$ cat src/rtl/pulse_sync_pkg.sv
// +-----------------------------------------------------------------------------
// | pulse_sync_pkg : shared types and constants for the pulse launch scheduler
// | Revision 1.0 : initial release
// +-----------------------------------------------------------------------------
`default_nettype none

package pulse_sync_pkg;

  typedef enum logic [1:0] {
    ST_IDLE    = 2'd0,
    ST_LAUNCH  = 2'd1,
    ST_HOLDOFF = 2'd2
  } state_t;

  localparam int DEF_N_REQ  = 4;
  localparam int DEF_GAP    = 4;
  localparam int DROP_CNT_W = 8;

  // Index reached by stepping off positions forward from start on an n-entry ring.
  function automatic int rr_idx(input int start, input int off, input int n);
    return (start + off) % n;
  endfunction

endpackage

`default_nettype wire

$ cat src/rtl/pulse_sync_sched_rr_pick.sv
// +-----------------------------------------------------------------------------
// | rr_pick : combinational round-robin winner search over a pending vector
// | Revision 1.0 : initial release
// +-----------------------------------------------------------------------------
`default_nettype none

module rr_pick
  import pulse_sync_pkg::*;
#(
  parameter int N_REQ = DEF_N_REQ
) (
  input  logic [N_REQ-1:0]         pend,
  input  logic [$clog2(N_REQ)-1:0] start,
  output logic [$clog2(N_REQ)-1:0] winner,
  output logic                     valid
);

  localparam int IW = $clog2(N_REQ);

  logic [IW-1:0] idx;

  // Walk from the farthest offset down so the nearest pending entry lands last.
  always_comb begin
    winner = '0;
    valid  = 1'b0;
    idx    = '0;
    for (int i = N_REQ - 1; i >= 0; i--) begin
      idx = IW'(rr_idx(int'(start), i, N_REQ));
      if (pend[idx]) begin
        winner = idx;
        valid  = 1'b1;
      end
    end
  end

endmodule

`default_nettype wire

$ cat src/rtl/pulse_sync_sched.sv
// +-----------------------------------------------------------------------------
// | pulse_sync_sched : round-robin launcher of GAP-spaced pulses into a toggle
// | synchronizer. PULSE_SYNC_SCHED_DROP_CNT_EN adds the saturating drop_cnt port.
// | Revision 1.0 : initial release
// +-----------------------------------------------------------------------------
`default_nettype none

module pulse_sync_sched
  import pulse_sync_pkg::*;
#(
  parameter int N_REQ = DEF_N_REQ,
  parameter int GAP   = DEF_GAP
) (
  input  logic                     clk,
  input  logic                     reset,
  input  logic [N_REQ-1:0]         req,
  output logic                     pulse_out,
  output logic [$clog2(N_REQ)-1:0] chan_id,
  output logic [N_REQ-1:0]         ack,
  output logic [N_REQ-1:0]         pend,
`ifdef PULSE_SYNC_SCHED_DROP_CNT_EN
  output logic [DROP_CNT_W-1:0]    drop_cnt,
`endif
  output logic                     drop_err
);

  localparam int IW    = $clog2(N_REQ);
  localparam int CNT_W = 8;

  state_t             state_q, state_d;
  logic [CNT_W-1:0]   cnt_q, cnt_d;
  logic [IW-1:0]      ptr_q, ptr_d;
  logic [IW-1:0]      chan_q, chan_d;
  logic [N_REQ-1:0]   pend_q, pend_d;
  logic [N_REQ-1:0]   ack_q, ack_d;
  logic               pulse_q, pulse_d;
  logic               drop_q, drop_d;
  logic [N_REQ-1:0]   clr;
  logic [IW-1:0]      pick;
  logic               pick_valid;
  logic               launch;

  rr_pick #(.N_REQ(N_REQ)) u_rr_pick (
    .pend   (pend_q),
    .start  (ptr_q),
    .winner (pick),
    .valid  (pick_valid)
  );

  always_comb begin
    state_d = state_q;
    cnt_d   = cnt_q;
    ptr_d   = ptr_q;
    chan_d  = chan_q;
    ack_d   = '0;
    pulse_d = 1'b0;
    launch  = 1'b0;
    // ack_q is the one-hot winner, so it doubles as the clear mask on LAUNCH exit.
    clr     = (state_q == ST_LAUNCH) ? ack_q : '0;
    pend_d  = (pend_q & ~clr) | req;
    drop_d  = |(req & pend_q & ~clr);

    case (state_q)
      ST_IDLE: begin
        if (pick_valid) launch = 1'b1;
      end
      ST_LAUNCH: begin
        state_d = ST_HOLDOFF;
        cnt_d   = CNT_W'(GAP - 1);
      end
      ST_HOLDOFF: begin
        if (cnt_q == '0) begin
          if (pick_valid) launch = 1'b1;
          else            state_d = ST_IDLE;
        end else begin
          cnt_d = cnt_q - CNT_W'(1);
        end
      end
      default: state_d = ST_IDLE;
    endcase

    if (launch) begin
      state_d = ST_LAUNCH;
      pulse_d = 1'b1;
      ack_d   = N_REQ'(1) << pick;
      chan_d  = pick;
      ptr_d   = (pick == IW'(N_REQ - 1)) ? '0 : pick + IW'(1);
    end
  end

  always_ff @(posedge clk or posedge reset) begin
    if (reset) begin
      state_q <= ST_IDLE;
      cnt_q   <= '0;
      ptr_q   <= '0;
      chan_q  <= '0;
      pend_q  <= '0;
      ack_q   <= '0;
      pulse_q <= 1'b0;
      drop_q  <= 1'b0;
    end else begin
      state_q <= state_d;
      cnt_q   <= cnt_d;
      ptr_q   <= ptr_d;
      chan_q  <= chan_d;
      pend_q  <= pend_d;
      ack_q   <= ack_d;
      pulse_q <= pulse_d;
      drop_q  <= drop_d;
    end
  end

`ifdef PULSE_SYNC_SCHED_DROP_CNT_EN
  logic [DROP_CNT_W-1:0] drop_cnt_q, drop_cnt_d;

  always_comb begin
    drop_cnt_d = drop_cnt_q;
    if (drop_q && (drop_cnt_q != '1)) drop_cnt_d = drop_cnt_q + DROP_CNT_W'(1);
  end

  always_ff @(posedge clk or posedge reset) begin
    if (reset) drop_cnt_q <= '0;
    else       drop_cnt_q <= drop_cnt_d;
  end

  assign drop_cnt = drop_cnt_q;
`endif

  assign pulse_out = pulse_q;
  assign chan_id   = chan_q;
  assign ack       = ack_q;
  assign pend      = pend_q;
  assign drop_err  = drop_q;

endmodule

`default_nettype wire

$ cat config.mk
export PLATFORM = sky130hd
export DESIGN_NAME = pulse_sync_sched
export DESIGN_NICKNAME = d
export VERILOG_FILES = /design/src/rtl/pulse_sync_pkg.sv /design/src/rtl/pulse_sync_sched_rr_pick.sv /design/src/rtl/pulse_sync_sched.sv
export SDC_FILE = /design/constraint.sdc
export NUM_CORES = 1
export LEC_CHECK = 0
export ABC_AREA = 1
export CORE_MARGIN = 1.5
export CORE_UTILIZATION = 58
export CTS_CLUSTER_SIZE = 12
export DETAILED_ROUTE_END_ITERATION = 10
export HOLD_SLACK_MARGIN = 0.03
export PLACE_DENSITY_LB_ADDON = 0.3
export SETUP_SLACK_MARGIN = 0.2
export SYNTH_ARGS = -nofsm -noshare
export SYNTH_HDL_FRONTEND = slang
export SYNTH_HIERARCHICAL = 1
export SYNTH_SLANG_ARGS = --single-unit
$ cat constraint.sdc
create_clock -name clk -period 4.3 [get_ports clk]
set_input_delay 1.075 -clock clk [delete_from_list [all_inputs] [get_ports clk]]
set_output_delay 1.075 -clock clk [all_outputs]
set_load 0.005 [all_outputs]
# Yosys cells after proc, flatten, opt, wreduce, memory -nomap -nowiden

Index checks and enable logic that the tools add are counted.
W data, S select, Z words.

Add/sub/neg operators: 5
Magnitude comparators: 4
Eq/ne operators: 7
Shift-type cells: 1
Muxes and demuxes: 29
Bitwise gates (word level): 5
Reductions and logical operators: 6

Operators with widths:

| operator              | count |
|---|---|
| $mux W2               | 8 |
| $pmux W8 S2           | 1 |
| $and A4 B4 Y4         | 3 |
| $lt A2 B3 Y1 const B  | 4 |
| $mux W1               | 11 |
| $bmux W1 S2           | 4 |
| $logic_not A8 Y1      | 1 |
| $mux W4               | 2 |
| $mux W8               | 1 |
| $sub A8 B1 Y8 const B | 1 |
| $ne A3 B3 Y1 const B  | 2 |
| $pmux W2 S3           | 1 |
| $add A2 B1 Y2 const B | 2 |
| $add A2 B2 Y2 const B | 2 |
| $eq A2 B2 Y1 const B  | 2 |
| $ne A2 B2 Y1 const B  | 2 |
| $not A4 Y4            | 1 |
| $or A4 B4 Y4          | 1 |
| $reduce_or A4 Y1      | 1 |
| $shl A1 B2 Y4 const A | 1 |
| $reduce_and A3 Y1     | 1 |
| $eq A2 B1 Y1 const B  | 1 |
| $logic_not A2 Y1      | 1 |
| $pmux W1 S2           | 1 |
| other kinds (2)       | 2 |

Bits in registers: 24
Input port bits: 6

# Depth between registers and ports, before layout

Gate-level depths: netlist of run 1.

Word-level depth: 12
Depth in mapped cells: 14

# Modules after synthesis

Netlist of run 1, hierarchy kept.

Modules (own cells, without submodules):

| module           | times used | cells each | area each (um2) | seq. area each (um2) |
|---|---|---|---|---|
| pulse_sync_sched | 1          | 141        | 1201.2          | 600.6 |
| rr_pick          | 1          | 44         | 215.2           | 0.0 |

# Worst setup path after synthesis of run 1

No wires, ideal clock.

Kind: reg-to-reg
Start point: reg ptr_q[0]
End point: reg ptr_q[1]
Setup time: 0.117 ns
Arrival time: 1.546 ns
Required time: 4.183 ns
Path slack: 2.637 ns
Stages on the path, launching flop included: 15
Path buffers: 1
Clock period less this slack: 1.663 ns
Path through: dfrtp_1 -> buf_6 -> inv_4 -> nand2_1 -> nand2_2 -> inv_2 -> nand2_1 -> nand3_2 -> nand2_1 -> nand2_1 -> nand2_1 -> inv_1 -> ha_1 -> nand3_1 -> nand2_1

Elaborated cells on any way between the ends: 25

RTL lines:

| what                                          | RTL line                       | RTL |
|---|---|---|
| start, declared                               | pulse_sync_sched.sv:32         | `logic [IW-1:0] ptr_q, ptr_d;` |
| start signal, assigned                        | pulse_sync_sched.sv:104        | `ptr_q <= ptr_d;` |
| $add A2 B2 Y2                                 | pulse_sync_pkg.sv:21           | `return (start + off) % n;` |
| $bmux W1 S2                                   | pulse_sync_sched_rr_pick.sv:29 | `if (pend[idx]) begin` |
| $mux W1 (not written as such)                 | pulse_sync_sched_rr_pick.sv:29 |  |
| $mux W2 (3 in series)                         | pulse_sync_sched_rr_pick.sv:29 |  |
| $mux W2 *                                     | pulse_sync_sched_rr_pick.sv:29 |  |
| via pick[0]                                   | pulse_sync_sched.sv:39         | `logic [IW-1:0] pick;` |
| $add A2 B1 Y2 or $eq A2 B2 Y1 (tied branches) | pulse_sync_sched.sv:87         | `ptr_d = (pick == IW'(N_REQ - 1)) ? '0 : pick + IW'(1);` |
| $mux W2 *                                     | pulse_sync_sched.sv:87         |  |

Mark *: on every way through the listed nets, which the timed path passes. The rest lies on a longest branch. The select of a mux whose other input is x is not followed.
A chain may end at the register's enable or synchronous reset.

# Worst setup path after layout of run 1

Start point: reg pend_q[3] (netlist: pend[3])
End point: out pend[3]

RTL lines:

| what                   | RTL line                | RTL |
|---|---|---|
| start, declared        | pulse_sync_sched.sv:34  | `logic [N_REQ-1:0] pend_q, pend_d;` |
| start signal, assigned | pulse_sync_sched.sv:106 | `pend_q <= pend_d;` |
| end, declared          | pulse_sync_sched.sv:20  | `output logic [N_REQ-1:0] pend,` |

No word-level cell between the ends.

==> impl_metrics.ini, run 1 <==
[run_status]
run_status = completed

[power_and_ir_drop]
p_seq_frac = 0.327
p_sw_mw = 0.532
comb_power_share = 0.535
leakagePower_nw = 0.911
power.share.clock = 0.137
total_power_mw = 1.17
vdd_ir_drop_max_v = 0.000496
p_int_mw = 0.642
swShare = 0.453
powerDensity_nw_per_um2 = 711

[cells_and_area]
layout_common_cells = 52 x nand2_1, 28 x inv_1, 26 x nand3_1
syn2layout_area_growth_pct = 16.6
final_common_cell = nand2_1
diodes = 0
nNetsFinal = 217
final_cells = 232
fillers = 186
drive_above_1_share = 0.132
design_area_um2 = 1650

[grt]
grt_overflow = 0
grt_pass1_wl_mm = 5.02
grt_pass1_vias = 1187
grt_max_degree = 25
grt_antenna_before_repair = 0
track_usage = 0.245

[yosys]
syn-num-nets = 197
yosys-top-cells-area = dfrtp_1 42%, nand2_1 14%, nand3_1 9.2%, inv_1 7.4%, ha_1 5.3%
netlist_instances = 185
synth_warnings = 6
synth_seq_area_share = 0.424
avgSynthCellArea_um2 = 7.66
synth_top_area_frac = 0.424
synth_area_leader_cell = dfrtp_1
synth_cell_types = 22
ys_seq_elements = 24
syn_area_um2 = 1420

[worst_setup_path]
slowest_delay_ns = 0.53
r2r_setup_slack_ns = 2.36
crit_arrival_ns = 1.28
rr_worst_depth = 12
startpoint_type = flip-flop
path_cells = clkdlybuf4s50_1
worst_setup_path_end_kind = output pin
crit_buf_inv = 1
crit_fanout = 4
r2r-start = ptr_q[0]
required_ns = 3.22
crit_family = buffers and inverters
path_class = flip-flop to output pin
r2r-end = ptr_q[1]
critPathSlowestCell = clkdlybuf4s50_1

[placement]
preCtsSetupSlack_ns = 2.13
dp.cells = 228
place_congestion = 0.808
placed_area_um2 = 1600
numPortBuffers = 17
hpwl_mm = 2.13

[clocking]
clk_latency_ns = 0.32
clock_sinks = 24
path_clk_slew_ns = 0.13
cts-root-buf = clkbuf_4
ctsHoldBuffers = 0
cts.htree.levels = 1
post_cts_resized = 0
clock_path_buffers = 2
cts_buffers = 3
cts_tree = built
cts_setup_buffers = 0

[job]
maxCapViolCount = 0

[hold_path]
hold_path_end = cnt_q[0]
hp-start = cnt_q[0]
whs_path_depth = 2
hp-class = flip-flop to flip-flop

[route]
ant_nets = 0
drc = 0
drt_iter0_drc = 43
vias_per_cell = 5.13
dr.pass1.iters = 4
vias = 1191
drt-total-wl_mm = 2.92
routedWlPerCell_um = 12.6

[timing]
fin_ws_ns = 1.94
clock_skew_ns = 0.0122
setup_viol = 0
setup-tns-final_ns = 0
rsz0062_at_grt = no
slew_headroom = 0.414
slew_viol_final = 0
fin_crit_ns = 2.36
worst_pin_slew_ns = 0.879
min_period_over_period = 0.548
hold_viol_final = 0
max_freq_ghz = 0.424

[floorplanning]
dieArea_um2 = 2750
die_x_um = 52.4
die_h_um = 52.4
fp.coreArea_um2 = 2250
ios = 18
rows = 17
start_util = 0.628
==> power groups by stage <==
stage	registers (mW)	clock network (mW)	logic (mW)
2_1_floorplan	0.362	0	0.490
3_3_place_gp	0.382	0	0.589
3_5_place_dp	0.387	0	0.624
4_1_cts	0.383	0.163	0.630
5_1_grt	0.395	0.172	0.723
6_report	0.384	0.161	0.629
==> logic make-up after synthesis <==
family,Yosys count,share of synthesized area
flops,24,0.424
simple gates,111,0.373
compound gates,5,0.0203
buf+inv,35,0.105
xor+xnor,4,0.0247
fa+ha+maj,6,0.0530
==> through the flow <==
step           hold WS, ns  utilization
6_report             0.502        0.733
5_1_grt              0.529        0.733
4_1_cts              0.509        0.733
3_5_place_dp         0.477        0.709
3_3_place_gp         0.460        0.709
2_1_floorplan        0.449            -
==> worst max-delay path by stage <==
stage	depth (start not counted)	to	startpoint
3_5_place_dp	2	pulse_out	reset
4_1_cts	1	pend[2]	pend[2]
6_report	1	pend[3]	pend[3]
5_1_grt	1	pend[2]	pend[2]
2_1_floorplan	14	ptr_q[1]	ptr_q[0]
3_3_place_gp	2	chan_id[1]	reset
==> cell type report <==
cell class	instances	area (um^2)	area share
multi-input cells	126	667	0.404
flip-flops and latches	24	601	0.364
repair buffers	17	170	0.103
inverters	33	126	0.0765
well taps	28	35.0	0.0212
clock inverters	1	30.0	0.0182
clock buffers	3	22.5	0.0136
==> layer usage <==
layer	wire, um	global-route usage	part of all wire	vias to the layer above
met5	0	0	0	-
met4	0	0.0256	0	0
met3	172	0.0571	0.059	0
met2	1470	0.454	0.50	36
met1	1280	0.296	0.44	549
li1	-	-	-	606
==> state kept, by name, summed over array words and instances (netlist names) <==
signal and flops:
drop_err 1, chan_id 2, ptr_q 2, pulse_out 1, pend 4, state_q 2
ack 4, cnt_q 8
==> synthesized netlist by cell type <==
library cell,number
nand2_1,52
inv_1,28
nand3_1,26
dfrtp_1,24
nor2_1,12
nand2_2,9
ha_1,6
inv_2,4
o21ai_1,4
xor2_1,3
buf_6,2
nand2_4,2
nand4_1,2
nor2_4,2
or2_2,2
and2_4,1
inv_4,1
nand3_2,1
nand3b_1,1
nor3_1,1
o21ai_2,1
xnor2_1,1
No activity file was read; power rests on OpenSTA's default activity.
==> run 2: changes to the inputs <==
Settings changed: CORE_UTILIZATION 58 to 54.
Clock period 4.3 ns to 2.25 ns, I/O delays scaled along.
==> impl_metrics.ini, run 2 (same netlist as run 1, synthesis figures left out) <==
[cells_and_area]
nNetsFinal = 218
final_cells = 234
layout_common_cells = 52 x nand2_1, 28 x inv_1, 26 x nand3_1
largest_register_ffs = 8
fillers = 218
diodes = 0
top_register = cnt_q
drive_above_1_share = 0.137
regArea_um2 = 602
multiInputGateArea_um2 = 667
syn2layout_area_growth_pct = 15.3
final_common_cell = nand2_1
fin_util = 0.659

[floorplanning]
start_util = 0.572
dieArea_um2 = 2940
die_h_um = 54.2
die_x_um = 54.2
fp.coreArea_um2 = 2480
rows = 18
ios = 18

[power_and_ir_drop]
swShare = 0.472
leakagePower_nw = 0.900
p_int_mw = 1.11
p_seq_frac = 0.346
vdd_ir_drop_max_v = 0.000830
power.share.clock = 0.085
comb_power_share = 0.569
p_sw_mw = 0.996
powerDensity_nw_per_um2 = 1290

[timing]
min_period_over_period = 0.816
clock_skew_ns = 0.00414
rsz0062_at_grt = no
slew_viol_final = 0
worst_pin_slew_ns = 0.409
setup_viol = 0
fin_crit_ns = 1.84
max_freq_ghz = 0.544
slew_headroom = 0.726
setup-tns-final_ns = 0
hold_viol_final = 0

[grt]
track_usage = 0.217
grt_pass1_wl_mm = 4.57
grt_max_degree = 25
grt_pass1_vias = 1082
grt_antenna_before_repair = 0
grt_overflow = 0

[job]
maxCapViolCount = 0

[route]
routedWlPerCell_um = 12.1
drt_iter0_drc = 29
ant_nets = 0
vias = 1191
drt-total-wl_mm = 2.82
dr.pass1.iters = 4
vias_per_cell = 5.09
drc = 0

[hold_path]
hp-start = cnt_q[0]
hp-class = flip-flop to flip-flop
whs_path_depth = 2
hold_path_end = cnt_q[0]

[clocking]
clock_path_buffers = 2
clk_latency_ns = 0.30
clock_sinks = 24
cts.htree.levels = 1
cts_buffers = 3
ctsHoldBuffers = 0
cts-root-buf = clkbuf_4
path_clk_slew_ns = 0.12
cts_tree = built
post_cts_resized = 0
cts_setup_buffers = 0

[worst_setup_path]
critPathSlowestCell = clkdlybuf4s50_1
crit_family = buffers and inverters
rr_worst_depth = 13
required_ns = 1.69
path_cells = clkdlybuf4s50_1
slowest_delay_ns = 0.53
r2r_setup_slack_ns = 0.42
crit_arrival_ns = 1.27
crit_fanout = 5
startpoint_type = flip-flop
r2r-start = ptr_q[0]
worst_setup_path_end_kind = output pin
crit_buf_inv = 1
r2r-end = ptr_q[1]
path_class = flip-flop to output pin

[placement]
place_congestion = 0.885
hpwl_mm = 2.17
numPortBuffers = 17
dp.cells = 231

[run_status]
run_status = completed
-- run 2: worst max path at each step --
stage,start,end,slack (ns),cells after the start
6_report,pend[2],pend[2],0.41,1
5_1_grt,ptr_q[0],ptr_q[1],0.25,13
4_1_cts,ptr_q[0],ptr_q[1],0.32,12
3_5_place_dp,ptr_q[0],ptr_q[1],0.33,12
3_3_place_gp,ptr_q[0],ptr_q[1],0.46,11
2_1_floorplan,ptr_q[0],ptr_q[1],0.59,14
-- run 2: tightest hold or removal path: stages, from the launching register on --
cell,delay [ns]
dfrtp_1,0.36
nand2_1,0.05
nand2_1,0.06
-- run 2: routing by layer --
metal,routed length [um],share of wire,vias up,track usage
met2,1420,0.50,38,0.380
met4,0,0,0,0.0583
li1,-,-,606,-
met5,0,0,-,0
met1,1230,0.44,547,0.260
met3,170,0.060,0,0.0601
-- run 2: area by class of cell --
class | instances | area share
Clock buffer | 3 | 0.0138
Inverter | 33 | 0.0774
Multi-Input combinational cell | 126 | 0.408
Sequential cell | 24 | 0.369
Tap cell | 30 | 0.0230
Timing Repair Buffer | 18 | 0.109
-- run 2: metrics by stage --
stage / setup slack, ns / instance area (um^2) / total power, mW / hold WS, ns
after floorplan: 0.587 / 1420 / 1.63 / 0.449
after global placement: 0.464 / 1610 / 1.86 / 0.458
after detailed placement: 0.331 / 1610 / 1.94 / 0.463
after CTS: 0.317 / 1630 / 2.12 / 0.497
after global routing: 0.251 / 1630 / 2.33 / 0.522
final: 0.413 / 1630 / 2.11 / 0.491
-- run 2: power groups by stage --
stage / Clock, mW / Combinational (mW) / Sequential, mW
6_report: 0.179 / 1.20 / 0.731
5_1_grt: 0.205 / 1.36 / 0.757
4_1_cts: 0.189 / 1.20 / 0.730
3_5_place_dp: 0 / 1.20 / 0.739
3_3_place_gp: 0 / 1.13 / 0.726
2_1_floorplan: 0 / 0.937 / 0.692
